<file path="src/rtl/cpu_pkg.sv">
// Shared CPU definitions: ALU opcodes, funct codes, control-field bit positions
// and the aluOp/funct decoder used by the execute stage.
package cpu_pkg;

  localparam int REG_ADDR_W = 5;

  typedef enum logic [2:0] {
    ALU_ADD = 3'd0,
    ALU_SUB = 3'd1,
    ALU_AND = 3'd2,
    ALU_OR  = 3'd3,
    ALU_NOR = 3'd4,
    ALU_SLT = 3'd5
  } aluOp_e;

  localparam logic [1:0] ALUOP_ADD   = 2'b00;
  localparam logic [1:0] ALUOP_SUB   = 2'b01;
  localparam logic [1:0] ALUOP_FUNCT = 2'b10;
  localparam logic [1:0] ALUOP_OR    = 2'b11;

  localparam logic [5:0] FUNCT_ADD = 6'h20;
  localparam logic [5:0] FUNCT_SUB = 6'h22;
  localparam logic [5:0] FUNCT_AND = 6'h24;
  localparam logic [5:0] FUNCT_OR  = 6'h25;
  localparam logic [5:0] FUNCT_NOR = 6'h27;
  localparam logic [5:0] FUNCT_SLT = 6'h2A;

  // writeBackControl = {regWrite, memToReg}
  localparam int WB_REG_WRITE  = 1;
  localparam int WB_MEM_TO_REG = 0;

  // memAccessControl = {branch, memRead, memWrite}
  localparam int MEM_BRANCH = 2;
  localparam int MEM_READ   = 1;
  localparam int MEM_WRITE  = 0;

  // calculationControl = {regDst, aluOp[1:0], aluSrc}
  localparam int CALC_REG_DST   = 3;
  localparam int CALC_ALU_OP_HI = 2;
  localparam int CALC_ALU_OP_LO = 1;
  localparam int CALC_ALU_SRC   = 0;

  function automatic aluOp_e decodeAluOp(input logic [1:0] aluOp, input logic [5:0] funct);
    aluOp_e sel;
    case (aluOp)
      ALUOP_ADD: sel = ALU_ADD;
      ALUOP_SUB: sel = ALU_SUB;
      ALUOP_OR:  sel = ALU_OR;
      default: begin
        case (funct)
          FUNCT_SUB: sel = ALU_SUB;
          FUNCT_AND: sel = ALU_AND;
          FUNCT_OR:  sel = ALU_OR;
          FUNCT_NOR: sel = ALU_NOR;
          FUNCT_SLT: sel = ALU_SLT;
          // FUNCT_ADD and any unrecognised funct fall back to add
          default:   sel = ALU_ADD;
        endcase
      end
    endcase
    return sel;
  endfunction

endpackage

</file>
<file path="src/rtl/execute_stage_if.sv">
// ID/EX inputs, forwarding sources and EX/MEM outputs of the execute stage.
// master drives the stage inputs; slave is the execute stage itself.
interface execute_stage_if
  import cpu_pkg::*;
#(
  parameter int DATA_WIDTH = 32
);

  logic [1:0]            writeBackControlIn;
  logic [2:0]            memAccessControlIn;
  logic [3:0]            calculationControl;
  logic [DATA_WIDTH-1:0] programCounterIn;
  logic [DATA_WIDTH-1:0] readData1;
  logic [DATA_WIDTH-1:0] readData2;
  logic [DATA_WIDTH-1:0] immediateOperand;
  logic [REG_ADDR_W-1:0] rs;
  logic [REG_ADDR_W-1:0] rt;
  logic [REG_ADDR_W-1:0] rd;

  logic                  exMemRegWrite;
  logic [REG_ADDR_W-1:0] exMemRd;
  logic [DATA_WIDTH-1:0] exMemResult;
  logic                  memWbRegWrite;
  logic [REG_ADDR_W-1:0] memWbRd;
  logic [DATA_WIDTH-1:0] memWbResult;

  logic [1:0]            writeBackControlOut;
  logic [2:0]            memAccessControlOut;
  logic [DATA_WIDTH-1:0] branchTarget;
  logic                  zero;
  logic [DATA_WIDTH-1:0] aluResult;
  logic [DATA_WIDTH-1:0] writeDataOut;
  logic [REG_ADDR_W-1:0] writeRegister;

  modport master (
    output writeBackControlIn, memAccessControlIn, calculationControl,
    output programCounterIn, readData1, readData2, immediateOperand,
    output rs, rt, rd,
    output exMemRegWrite, exMemRd, exMemResult,
    output memWbRegWrite, memWbRd, memWbResult,
    input  writeBackControlOut, memAccessControlOut, branchTarget, zero,
    input  aluResult, writeDataOut, writeRegister
  );

  modport slave (
    input  writeBackControlIn, memAccessControlIn, calculationControl,
    input  programCounterIn, readData1, readData2, immediateOperand,
    input  rs, rt, rd,
    input  exMemRegWrite, exMemRd, exMemResult,
    input  memWbRegWrite, memWbRd, memWbResult,
    output writeBackControlOut, memAccessControlOut, branchTarget, zero,
    output aluResult, writeDataOut, writeRegister
  );

endinterface

</file>
<file path="src/rtl/execute_stage_alu.sv">
// Combinational ALU for the execute stage: wrapping add/sub, logic ops and
// signed set-less-than; zero flags an all-zero result.
module alu
  import cpu_pkg::*;
#(
  parameter int DATA_WIDTH = 32
) (
  input  aluOp_e                opcode,
  input  logic [DATA_WIDTH-1:0] operandA,
  input  logic [DATA_WIDTH-1:0] operandB,
  output logic [DATA_WIDTH-1:0] result,
  output logic                  zero
);

  logic signed [DATA_WIDTH-1:0] signedA;
  logic signed [DATA_WIDTH-1:0] signedB;

  assign signedA = operandA;
  assign signedB = operandB;

  always_comb begin
    result = '0;
    case (opcode)
      ALU_ADD: result = operandA + operandB;
      ALU_SUB: result = operandA - operandB;
      ALU_AND: result = operandA & operandB;
      ALU_OR:  result = operandA | operandB;
      ALU_NOR: result = ~(operandA | operandB);
      ALU_SLT: result = {{(DATA_WIDTH-1){1'b0}}, (signedA < signedB)};
      default: result = operandA + operandB;
    endcase
  end

  assign zero = (result == '0);

endmodule

</file>
<file path="src/rtl/execute_stage.sv">
// Pipeline execute stage: operand select, ALU, branch target, EX/MEM register.
// Define FORWARDING_EN to resolve rs/rt from the EX/MEM and MEM/WB results.
module execute_stage
  import cpu_pkg::*;
#(
  parameter int DATA_WIDTH = 32
) (
  input  logic           clk,
  input  logic           reset,
  input  logic           stall,
  execute_stage_if.slave exIf
);

  logic                  regDst_p0;
  logic                  aluSrc_p0;
  logic [1:0]            aluOpField_p0;
  logic [5:0]            funct_p0;
  aluOp_e                aluSel_p0;
  logic [DATA_WIDTH-1:0] operandA_p0;
  logic [DATA_WIDTH-1:0] forwardedRt_p0;
  logic [DATA_WIDTH-1:0] operandB_p0;
  logic [DATA_WIDTH-1:0] aluOut_p0;
  logic                  aluZero_p0;
  logic [DATA_WIDTH-1:0] branchTarget_p0;
  logic [REG_ADDR_W-1:0] writeRegister_p0;

  // ---- Stage p0: decode control and resolve operands ----
  assign regDst_p0     = exIf.calculationControl[CALC_REG_DST];
  assign aluSrc_p0     = exIf.calculationControl[CALC_ALU_SRC];
  assign aluOpField_p0 = exIf.calculationControl[CALC_ALU_OP_HI:CALC_ALU_OP_LO];
  assign funct_p0      = exIf.immediateOperand[5:0];
  assign aluSel_p0     = decodeAluOp(aluOpField_p0, funct_p0);

`ifdef FORWARDING_EN
  // The younger EX/MEM result takes priority; register 0 is never forwarded.
  function automatic logic [DATA_WIDTH-1:0] forwardOperand(
    input logic [REG_ADDR_W-1:0] src,
    input logic [DATA_WIDTH-1:0] regValue,
    input logic                  exMemWr,
    input logic [REG_ADDR_W-1:0] exMemDst,
    input logic [DATA_WIDTH-1:0] exMemValue,
    input logic                  memWbWr,
    input logic [REG_ADDR_W-1:0] memWbDst,
    input logic [DATA_WIDTH-1:0] memWbValue
  );
    if (exMemWr && (exMemDst != '0) && (exMemDst == src)) return exMemValue;
    if (memWbWr && (memWbDst != '0) && (memWbDst == src)) return memWbValue;
    return regValue;
  endfunction

  assign operandA_p0 = forwardOperand(exIf.rs, exIf.readData1,
                                      exIf.exMemRegWrite, exIf.exMemRd, exIf.exMemResult,
                                      exIf.memWbRegWrite, exIf.memWbRd, exIf.memWbResult);
  assign forwardedRt_p0 = forwardOperand(exIf.rt, exIf.readData2,
                                         exIf.exMemRegWrite, exIf.exMemRd, exIf.exMemResult,
                                         exIf.memWbRegWrite, exIf.memWbRd, exIf.memWbResult);
`else
  logic unusedForwarding;

  assign operandA_p0    = exIf.readData1;
  assign forwardedRt_p0 = exIf.readData2;
  assign unusedForwarding = ^{exIf.rs, exIf.exMemRegWrite, exIf.exMemRd, exIf.exMemResult,
                              exIf.memWbRegWrite, exIf.memWbRd, exIf.memWbResult};
`endif

  assign operandB_p0      = aluSrc_p0 ? exIf.immediateOperand : forwardedRt_p0;
  assign writeRegister_p0 = regDst_p0 ? exIf.rd : exIf.rt;
  assign branchTarget_p0  = exIf.programCounterIn + (exIf.immediateOperand << 2);

  alu #(
    .DATA_WIDTH (DATA_WIDTH)
  ) u_alu (
    .opcode   (aluSel_p0),
    .operandA (operandA_p0),
    .operandB (operandB_p0),
    .result   (aluOut_p0),
    .zero     (aluZero_p0)
  );

  // ---- Stage p1: EX/MEM register; reset inserts a bubble, stall freezes it ----
  always_ff @(posedge clk or posedge reset) begin
    if (reset) begin
      exIf.writeBackControlOut <= '0;
      exIf.memAccessControlOut <= '0;
      exIf.branchTarget        <= '0;
      exIf.zero                <= 1'b0;
      exIf.aluResult           <= '0;
      exIf.writeDataOut        <= '0;
      exIf.writeRegister       <= '0;
    end else if (!stall) begin
      exIf.writeBackControlOut <= exIf.writeBackControlIn;
      exIf.memAccessControlOut <= exIf.memAccessControlIn;
      exIf.branchTarget        <= branchTarget_p0;
      exIf.zero                <= aluZero_p0;
      exIf.aluResult           <= aluOut_p0;
      exIf.writeDataOut        <= forwardedRt_p0;
      exIf.writeRegister       <= writeRegister_p0;
    end
  end

endmodule

</file>
<file path="src/flat_wrapper.sv">
// flat-port wrapper written by rule: the top's interface ports become plain ports
module execute_stage_flat import cpu_pkg::*;
#(
  parameter int DATA_WIDTH = 32
)
  (clk, reset, stall, exIf_writeBackControlIn, exIf_memAccessControlIn, exIf_calculationControl, exIf_programCounterIn, exIf_readData1, exIf_readData2, exIf_immediateOperand, exIf_rs, exIf_rt, exIf_rd, exIf_exMemRegWrite, exIf_exMemRd, exIf_exMemResult, exIf_memWbRegWrite, exIf_memWbRd, exIf_memWbResult, exIf_writeBackControlOut, exIf_memAccessControlOut, exIf_branchTarget, exIf_zero, exIf_aluResult, exIf_writeDataOut, exIf_writeRegister);
  execute_stage_if #(.DATA_WIDTH(DATA_WIDTH)) exIf_i ();
  input  logic clk;
  input  logic reset;
  input  logic stall;
  input wire logic [$bits(exIf_i.writeBackControlIn)-1:0] exIf_writeBackControlIn;
  input wire logic [$bits(exIf_i.memAccessControlIn)-1:0] exIf_memAccessControlIn;
  input wire logic [$bits(exIf_i.calculationControl)-1:0] exIf_calculationControl;
  input wire logic [$bits(exIf_i.programCounterIn)-1:0] exIf_programCounterIn;
  input wire logic [$bits(exIf_i.readData1)-1:0] exIf_readData1;
  input wire logic [$bits(exIf_i.readData2)-1:0] exIf_readData2;
  input wire logic [$bits(exIf_i.immediateOperand)-1:0] exIf_immediateOperand;
  input wire logic [$bits(exIf_i.rs)-1:0] exIf_rs;
  input wire logic [$bits(exIf_i.rt)-1:0] exIf_rt;
  input wire logic [$bits(exIf_i.rd)-1:0] exIf_rd;
  input wire logic [$bits(exIf_i.exMemRegWrite)-1:0] exIf_exMemRegWrite;
  input wire logic [$bits(exIf_i.exMemRd)-1:0] exIf_exMemRd;
  input wire logic [$bits(exIf_i.exMemResult)-1:0] exIf_exMemResult;
  input wire logic [$bits(exIf_i.memWbRegWrite)-1:0] exIf_memWbRegWrite;
  input wire logic [$bits(exIf_i.memWbRd)-1:0] exIf_memWbRd;
  input wire logic [$bits(exIf_i.memWbResult)-1:0] exIf_memWbResult;
  output wire logic [$bits(exIf_i.writeBackControlOut)-1:0] exIf_writeBackControlOut;
  output wire logic [$bits(exIf_i.memAccessControlOut)-1:0] exIf_memAccessControlOut;
  output wire logic [$bits(exIf_i.branchTarget)-1:0] exIf_branchTarget;
  output wire logic [$bits(exIf_i.zero)-1:0] exIf_zero;
  output wire logic [$bits(exIf_i.aluResult)-1:0] exIf_aluResult;
  output wire logic [$bits(exIf_i.writeDataOut)-1:0] exIf_writeDataOut;
  output wire logic [$bits(exIf_i.writeRegister)-1:0] exIf_writeRegister;
  assign exIf_i.writeBackControlIn = exIf_writeBackControlIn;
  assign exIf_i.memAccessControlIn = exIf_memAccessControlIn;
  assign exIf_i.calculationControl = exIf_calculationControl;
  assign exIf_i.programCounterIn = exIf_programCounterIn;
  assign exIf_i.readData1 = exIf_readData1;
  assign exIf_i.readData2 = exIf_readData2;
  assign exIf_i.immediateOperand = exIf_immediateOperand;
  assign exIf_i.rs = exIf_rs;
  assign exIf_i.rt = exIf_rt;
  assign exIf_i.rd = exIf_rd;
  assign exIf_i.exMemRegWrite = exIf_exMemRegWrite;
  assign exIf_i.exMemRd = exIf_exMemRd;
  assign exIf_i.exMemResult = exIf_exMemResult;
  assign exIf_i.memWbRegWrite = exIf_memWbRegWrite;
  assign exIf_i.memWbRd = exIf_memWbRd;
  assign exIf_i.memWbResult = exIf_memWbResult;
  assign exIf_writeBackControlOut = exIf_i.writeBackControlOut;
  assign exIf_memAccessControlOut = exIf_i.memAccessControlOut;
  assign exIf_branchTarget = exIf_i.branchTarget;
  assign exIf_zero = exIf_i.zero;
  assign exIf_aluResult = exIf_i.aluResult;
  assign exIf_writeDataOut = exIf_i.writeDataOut;
  assign exIf_writeRegister = exIf_i.writeRegister;
  execute_stage #(.DATA_WIDTH(DATA_WIDTH)) u_core (.clk(clk), .reset(reset), .stall(stall), .exIf(exIf_i));
endmodule
</file>
<file path="config.mk">
export PLATFORM = sky130hd
export DESIGN_NAME = execute_stage_flat
export DESIGN_NICKNAME = d
export VERILOG_FILES = /design/src/rtl/cpu_pkg.sv /design/src/rtl/execute_stage_if.sv /design/src/rtl/execute_stage_alu.sv /design/src/rtl/execute_stage.sv /design/src/flat_wrapper.sv
export SDC_FILE = /design/constraint.sdc
export NUM_CORES = 1
export LEC_CHECK = 0
export CELL_PAD_IN_SITES_DETAIL_PLACEMENT = 1
export CELL_PAD_IN_SITES_GLOBAL_PLACEMENT = 2
export CORE_ASPECT_RATIO = 0.6
export CORE_UTILIZATION = 28
export DETAILED_ROUTE_END_ITERATION = 16
export GPL_TIMING_DRIVEN = 0
export PLACE_DENSITY_LB_ADDON = 0.3
export SYNTH_ARGS = -nofsm -noshare
export SYNTH_HDL_FRONTEND = slang
export SYNTH_SLANG_ARGS = --single-unit
</file>
<file path="constraint.sdc">
create_clock -name clk -period 3.7 [get_ports clk]
set_input_delay 0.37 -clock clk [delete_from_list [all_inputs] [get_ports clk]]
set_output_delay 0.37 -clock clk [all_outputs]
set_load 0.05 [all_outputs]
</file>
# Word-level counts from Yosys, hierarchy flattened
# Index checks and enable logic that the tools add are counted.
dict set report word_totals {
  regBits 107
  inputBits 231
  output_inout_bits 107
  word_cells 33
}
dict set report classes {
  add_sub_neg 3
  magnitude_cmp 1
  n_eq_ne 12
  mux 5
  bitwise 3
  reduce_logical 2
}
# op n
set ops {}
lappend ops {{$pmux W32 S5} 1}
lappend ops {{$add A32 B32 Y32} 2}
lappend ops {{$and A32 B32 Y32} 1}
lappend ops {{$logic_not A32 Y1} 1}
lappend ops {{$lt A32 B32 Y1} 1}
lappend ops {{$mux W32} 1}
lappend ops {{$not A32 Y32} 1}
lappend ops {{$or A32 B32 Y32} 1}
lappend ops {{$sub A32 B32 Y32} 1}
lappend ops {{$eq A6 B6 Y1 const B} 5}
lappend ops {{$pmux W3 S5} 1}
lappend ops {{$pmux W3 S3} 1}
lappend ops {{$eq A3 B2 Y1 const B} 2}
lappend ops {{$eq A3 B3 Y1 const B} 2}
lappend ops {{$mux W5} 1}
lappend ops {{$eq A3 B1 Y1 const B} 1}
lappend ops {{$eq A2 B1 Y1 const B} 1}
lappend ops {{$eq A2 B2 Y1 const B} 1}
lappend ops {{$logic_not A2 Y1} 1}

# Logic depth before layout (Yosys ltp)
dict set report logic_depth {
  depth_word 6
  depth_mapped 17
  mapped_depth_nobuf 15
}

# By module
# From an unflattened synthesis, not the netlist that was laid out.
dict set report hier_totals {
  cells_unflattened 1392
  hier_area_um2 11486.0
}
# mod n_inst cells_each area_per_inst_um2 seq_area_each_um2
set by_module_without_submodules {}
lappend by_module_without_submodules {execute_stage 1 523 5894.4 2677.6}
lappend by_module_without_submodules {alu 1 869 5591.6 0.0}

# Least setup slack after synthesis
# OpenSTA, ideal clock, no wires.
dict set report synth_path {
  path_kind {input -> register}
  startpoint {input port exIf_calculationControl[0]}
  endpoint {register u_core.exIf.zero}
  setup_time_ns 0.092
  arrival_ns 4.181
  path_slack_ns -0.572
  stages 17
  path_buffers 2
  cell_sequence {clkbuf_1 > buf_1 > mux2i_1 > inv_1 > ha_1 > fa_1 > o21ba_2 > o211ai_1 > nand3_1 > and4bb_1 > nor3_1 > o221a_2 > mux2i_1 > a2111oi_2 > and4b_1 > nand4b_1 > o31ai_2}
}
dict set report synth_between {
  elab_chain_cells 5
}
# item line
set synth_lines {}
lappend synth_lines {{start: declaration} flat_wrapper.sv:13} ;# input wire logic [$bits(exIf_i.calculationControl)-1:0] exIf_calculationControl;
lappend synth_lines {{$mux W32 *} execute_stage.sv:66} ;# assign operandB_p0 = aluSrc_p0 ? exIf.immediateOperand : forwardedRt_p0;
lappend synth_lines {{branches (longest 2 deep; another with $add A32 B32 Y32)} --}
lappend synth_lines {{$pmux W32 S5 *} execute_stage_alu.sv:23} ;# case (opcode)
lappend synth_lines {{$logic_not A32 Y1 *} execute_stage_alu.sv:34} ;# assign zero = (result == '0);
lappend synth_lines {{end signal: assignment} execute_stage.sv:94} ;# exIf.zero <= aluZero_p0;
lappend synth_lines {{end: declaration} execute_stage_if.sv:51} ;# output writeBackControlOut, memAccessControlOut, branchTarget, zero,
# Mark *: on every way between the ends.
# A chain may end at the register's enable or synchronous reset.

# Worst setup path after layout
dict set report layout_path {
  startpoint {input port exIf_calculationControl[2]}
  endpoint {register u_core.exIf.zero}
}
dict set report layout_between {
  elab_chain_cells 5
}
# item line
set layout_lines {}
lappend layout_lines {{$eq A2 B2 Y1 (tied with other cells)} cpu_pkg.sv:45} ;# case (aluOp)
lappend layout_lines {{$pmux W3 S3 *} cpu_pkg.sv:45}
lappend layout_lines {{$eq A3 B3 Y1 (tied with other cells)} execute_stage_alu.sv:23}
lappend layout_lines {{$pmux W32 S5 *} execute_stage_alu.sv:23}
lappend layout_lines {{$logic_not A32 Y1 *} execute_stage_alu.sv:34}
# Mark *: on every way between the ends. The rest lies on a longest branch, timed or not.

==> out/metrics.cfg <==
[critical_path]
timing.critical_path.required_ps=3990
critical_path.cell_chain=clkdlybuf4s50_1 > and3b_1 > a21oi_1 > buf_2 > nand2_1 > a211oi_2 > nand4_1 > nor4_4 > and4b_1 > nand4b_1 > o31ai_2
setup.worst_path.start_class=primary input
critical_path.endpoint_type=flop
slowest_delay_ps=780
critical_path.top_delay_family=simple AND/OR/NAND/NOR gates
worst-endpoint-arrival_ps=4090
crit_path_max_delay_cell_type=sky130_fd_sc_hd__a21oi_1
cp.buffers_inverters=2
crit_path_max_fanout=10
setup.worst_path.class=in2reg
setup.reg_to_reg.worst_slack_ps=2750

[synthesis]
synth-seq-area-share_pct=23.73
syn_area_per_cell_sq_um=8.554
number_of_instances_in_the_synthesized_netlist=1319
synth_top_area_share_pct=23.73
synth_nets=1694
synth-seq-cells=107
number_of_enable_flip_flop_cells_after_synthesis=0
synth.cell_area_sq_um=11280
synthDominantAreaCellType=sky130_fd_sc_hd__dfrtp_1
synth.yosys.warnings=0
synth_area_leaders=sky130_fd_sc_hd__dfrtp_1 24%, sky130_fd_sc_hd__ha_1 16%, sky130_fd_sc_hd__mux2_2 5.9%, sky130_fd_sc_hd__a21oi_1 4.0%, sky130_fd_sc_hd__mux2i_1 4.0%
synth_flop_cell=sky130_fd_sc_hd__dfrtp_1
number_of_different_library_cells_in_the_post_synthesis_netlist=91
async_flop_share_pct=100.0

[place]
finalWeightedCongestion=0.9172
place.port_buffers=253
place_worst_setup_slack_ps=-1745
detailed_place_hpwl_um=41700
placed_cells_incl_taps=2095

[sta]
fin_worst_skew_ps=0
timing.final.max_slew_violations=0
totalNegativeSetupSlack_ps=-96.84
hold_viol=0
fin_ws_ps=-96.84
setup-violations-final=1
rsz_0062_raised_after_global_routing=true
period_needed_ps=3797
maxClockFrequency_mhz=263.4
pin_slew_with_the_least_headroom_to_its_limit_ps=1146
worst_slew_margin_rel_pct=23.60
post-route-period-util_pct=102.6

[final_layout]
layout.nets=2004
layout-drive-gt1-share_pct=19.90
flow.area_growth_from_synthesis_pct=46.99
stdcell_count=2155
antenna-diode-count=0

[power_and_ir_drop]
share_seq_of_total_power_pct=24.2
worst_ir_drop_vdd_uv=228.3
power_switching_mw=2.867
power.switching_fraction_pct=47.39
power_density_nw_per_um2=364.7
p_int_mw=3.182
combPwrFrac_pct=58.5
static-leakage-power_nw=7.088
clockPowerShare_pct=17.3

[routing]
drt-pass1-iter-count=11
post_drt_via_cell_ratio=5.549
postRouteAntennaNets=0
finalWirelength_um=52680
drcViolationCount=11
vias=11960
wl_per_cell_um=24.44
initialDrtViolationCount=800

[clock_network]
clock_latency_ps=380
cts_buffers=9
tritoncts_num_sinks=107
clk_pin_slew_ps=90
holdBufCountCts=0
h_tree_levels=3
max-clock-path-buffers=2
clk_root_buffer_cell=sky130_fd_sc_hd__clkbuf_16
clock_tree_from_tritoncts=built

[floorplan]
fp.dieArea_sq_um=41130
die_height_um=157.5
die_w_um=261.2
core_area_sq_um=39380
initial_util_pct=28.65
num_io_pins=338
placementRows=56

[grt]
grt_first_pass_wirelength_um=76080
via_count_of_the_first_global_routing_pass=11930
largest_net_degree_at_the_start_of_global_routing=68
number_of_antenna_violations_at_the_first_check_in_global_routing=1
grt_use_total_pct=24.83
globalRouteOverflowTotal=0

[worst_hold_path]
worstHoldPathType=in2reg

[status]
status=finished with violations
violations_in_the_final_reports=design-rule violations, negative setup slack

[job]
cap_violations=0

routing by layer:
| layer | vias up | part of all wire, % | track usage [%] |
|---|---|---|---|
| met1 | 6000 | 48 | 36.49 |
| met5 | - | 0.025 | 0 |
| met4 | 2 | 1.8 | 5.537 |
| li1 | 5450 | - | - |
| met2 | 453 | 43 | 37.02 |
| met3 | 54 | 7.2 | 4.734 |
layout make-up:
type,count,area [sq um]
fillers,4535,22790
multi-input cells,1052,9166
repair buffers,302,3033
flip-flops and latches,107,2678
well taps,522,653.1
plain buffers,57,391.6
inverters,100,382.9
clock buffers,9,225.2
clock inverters,6,56.30
kinds of logic after synthesis:
kind of cell	synth area share, %
AO/OA/AOI/OAI	24.87
XOR/XNOR	4.036
adder cells (fa/ha/maj)	16.17
buffers and inverters	5.722
flip-flops	23.73
multiplexers	10.08
AND/OR/NAND/NOR	15.39
through the flow:
step	hold slack (ps)	instance area (sq um)	utilization [%]	power, mW
CTS	377.0	15960	40.54	5.895
finish	313.7	16590	42.12	6.049
global placement	469.9	14520	36.87	4.525
global route	329.8	16590	42.12	6.310
detailed placement	473.9	14550	36.95	4.575
floorplan	520.6	11330	-	3.418
worst reg2reg max path: cells and delay by family (launching register included):
kind / cells / cell delay [ps]
AO/OA/AOI/OAI: 3 / 450
flip-flops: 1 / 390
state kept, by name, summed over array words and instances (netlist names):
name,flops
u_core.exIf.writeBackControlOut,2
u_core.exIf.memAccessControlOut,3
u_core.exIf.writeDataOut,32
u_core.exIf.branchTarget,32
u_core.exIf.zero,1
u_core.exIf.aluResult,32
u_core.exIf.writeRegister,5
power groups by stage:
stage          clock [mW]  sequential, mW  combinational, mW
6_report             1.04            1.46               3.54
5_1_grt              1.09            1.49               3.73
4_1_cts              1.07            1.46               3.36
3_5_place_dp            0            1.49               3.09
3_3_place_gp            0            1.48               3.05
2_1_floorplan           0            2.15               1.27
Yosys cell counts (17+ instances only):
library cell / instances
sky130_fd_sc_hd__ha_1: 141
sky130_fd_sc_hd__dfrtp_1: 107
sky130_fd_sc_hd__inv_1: 99
sky130_fd_sc_hd__nor2_1: 98
sky130_fd_sc_hd__a21oi_1: 91
sky130_fd_sc_hd__o21ai_0: 88
sky130_fd_sc_hd__nand2_1: 79
sky130_fd_sc_hd__mux2_2: 59
sky130_fd_sc_hd__mux2i_1: 45
sky130_fd_sc_hd__a21o_1: 31
sky130_fd_sc_hd__nor3_1: 28
sky130_fd_sc_hd__xor2_1: 27
sky130_fd_sc_hd__clkbuf_1: 25
sky130_fd_sc_hd__xnor2_1: 25
sky130_fd_sc_hd__nand2b_1: 22
sky130_fd_sc_hd__nand3_1: 22
sky130_fd_sc_hd__buf_2: 21
sky130_fd_sc_hd__nor2b_1: 21
sky130_fd_sc_hd__a22oi_1: 17
worst paths after layout:
check | from | to | depth (start not counted)
worst max-delay path | exIf_calculationControl[2] | u_core.exIf.zero | 11
worst min-delay path | exIf_readData2[5] | u_core.exIf.writeDataOut[5] | 2
worst max register to register | u_core.exIf.branchTarget[29] | u_core.exIf.branchTarget[29] | 3
worst min register to register | u_core.exIf.writeRegister[0] | u_core.exIf.writeRegister[0] | 2
max in group asynchronous | reset | u_core.exIf.writeRegister[2] | 3
min in group asynchronous | reset | u_core.exIf.branchTarget[10] | 2
repair_timing:
action,CTS,global route
gates resized for setup,177,100
cloned,1,1
pin swaps,34,36
setup endpoints to repair,25,12
buffers inserted,24,24
placed cells by master (no fill, tap or decap), types with 12 or more instances in the layout:
cell type / instances
sky130_fd_sc_hd__nor2_1: 96
sky130_fd_sc_hd__xor2_1: 27
sky130_fd_sc_hd__a21o_1: 30
sky130_fd_sc_hd__mux2i_4: 21
sky130_fd_sc_hd__xnor2_1: 23
sky130_fd_sc_hd__a21oi_1: 77
sky130_fd_sc_hd__nor3_1: 19
sky130_fd_sc_hd__clkbuf_1: 16
sky130_fd_sc_hd__mux2i_1: 21
sky130_fd_sc_hd__inv_1: 95
sky130_fd_sc_hd__o21a_1: 12
sky130_fd_sc_hd__dfrtp_1: 107
sky130_fd_sc_hd__nand2b_1: 21
sky130_fd_sc_hd__buf_2: 13
sky130_fd_sc_hd__clkdlybuf4s50_1: 224
sky130_fd_sc_hd__dlymetal6s2s_1: 17
sky130_fd_sc_hd__nor2b_1: 19
sky130_fd_sc_hd__o21ai_0: 80
sky130_fd_sc_hd__ha_1: 120
sky130_fd_sc_hd__mux2_2: 58
sky130_fd_sc_hd__a22oi_1: 15
sky130_fd_sc_hd__ha_4: 15
sky130_fd_sc_hd__nand2_1: 79
sky130_fd_sc_hd__nand3_1: 20
sky130_fd_sc_hd__buf_4: 46
No activity file was read; power rests on OpenSTA's default activity.
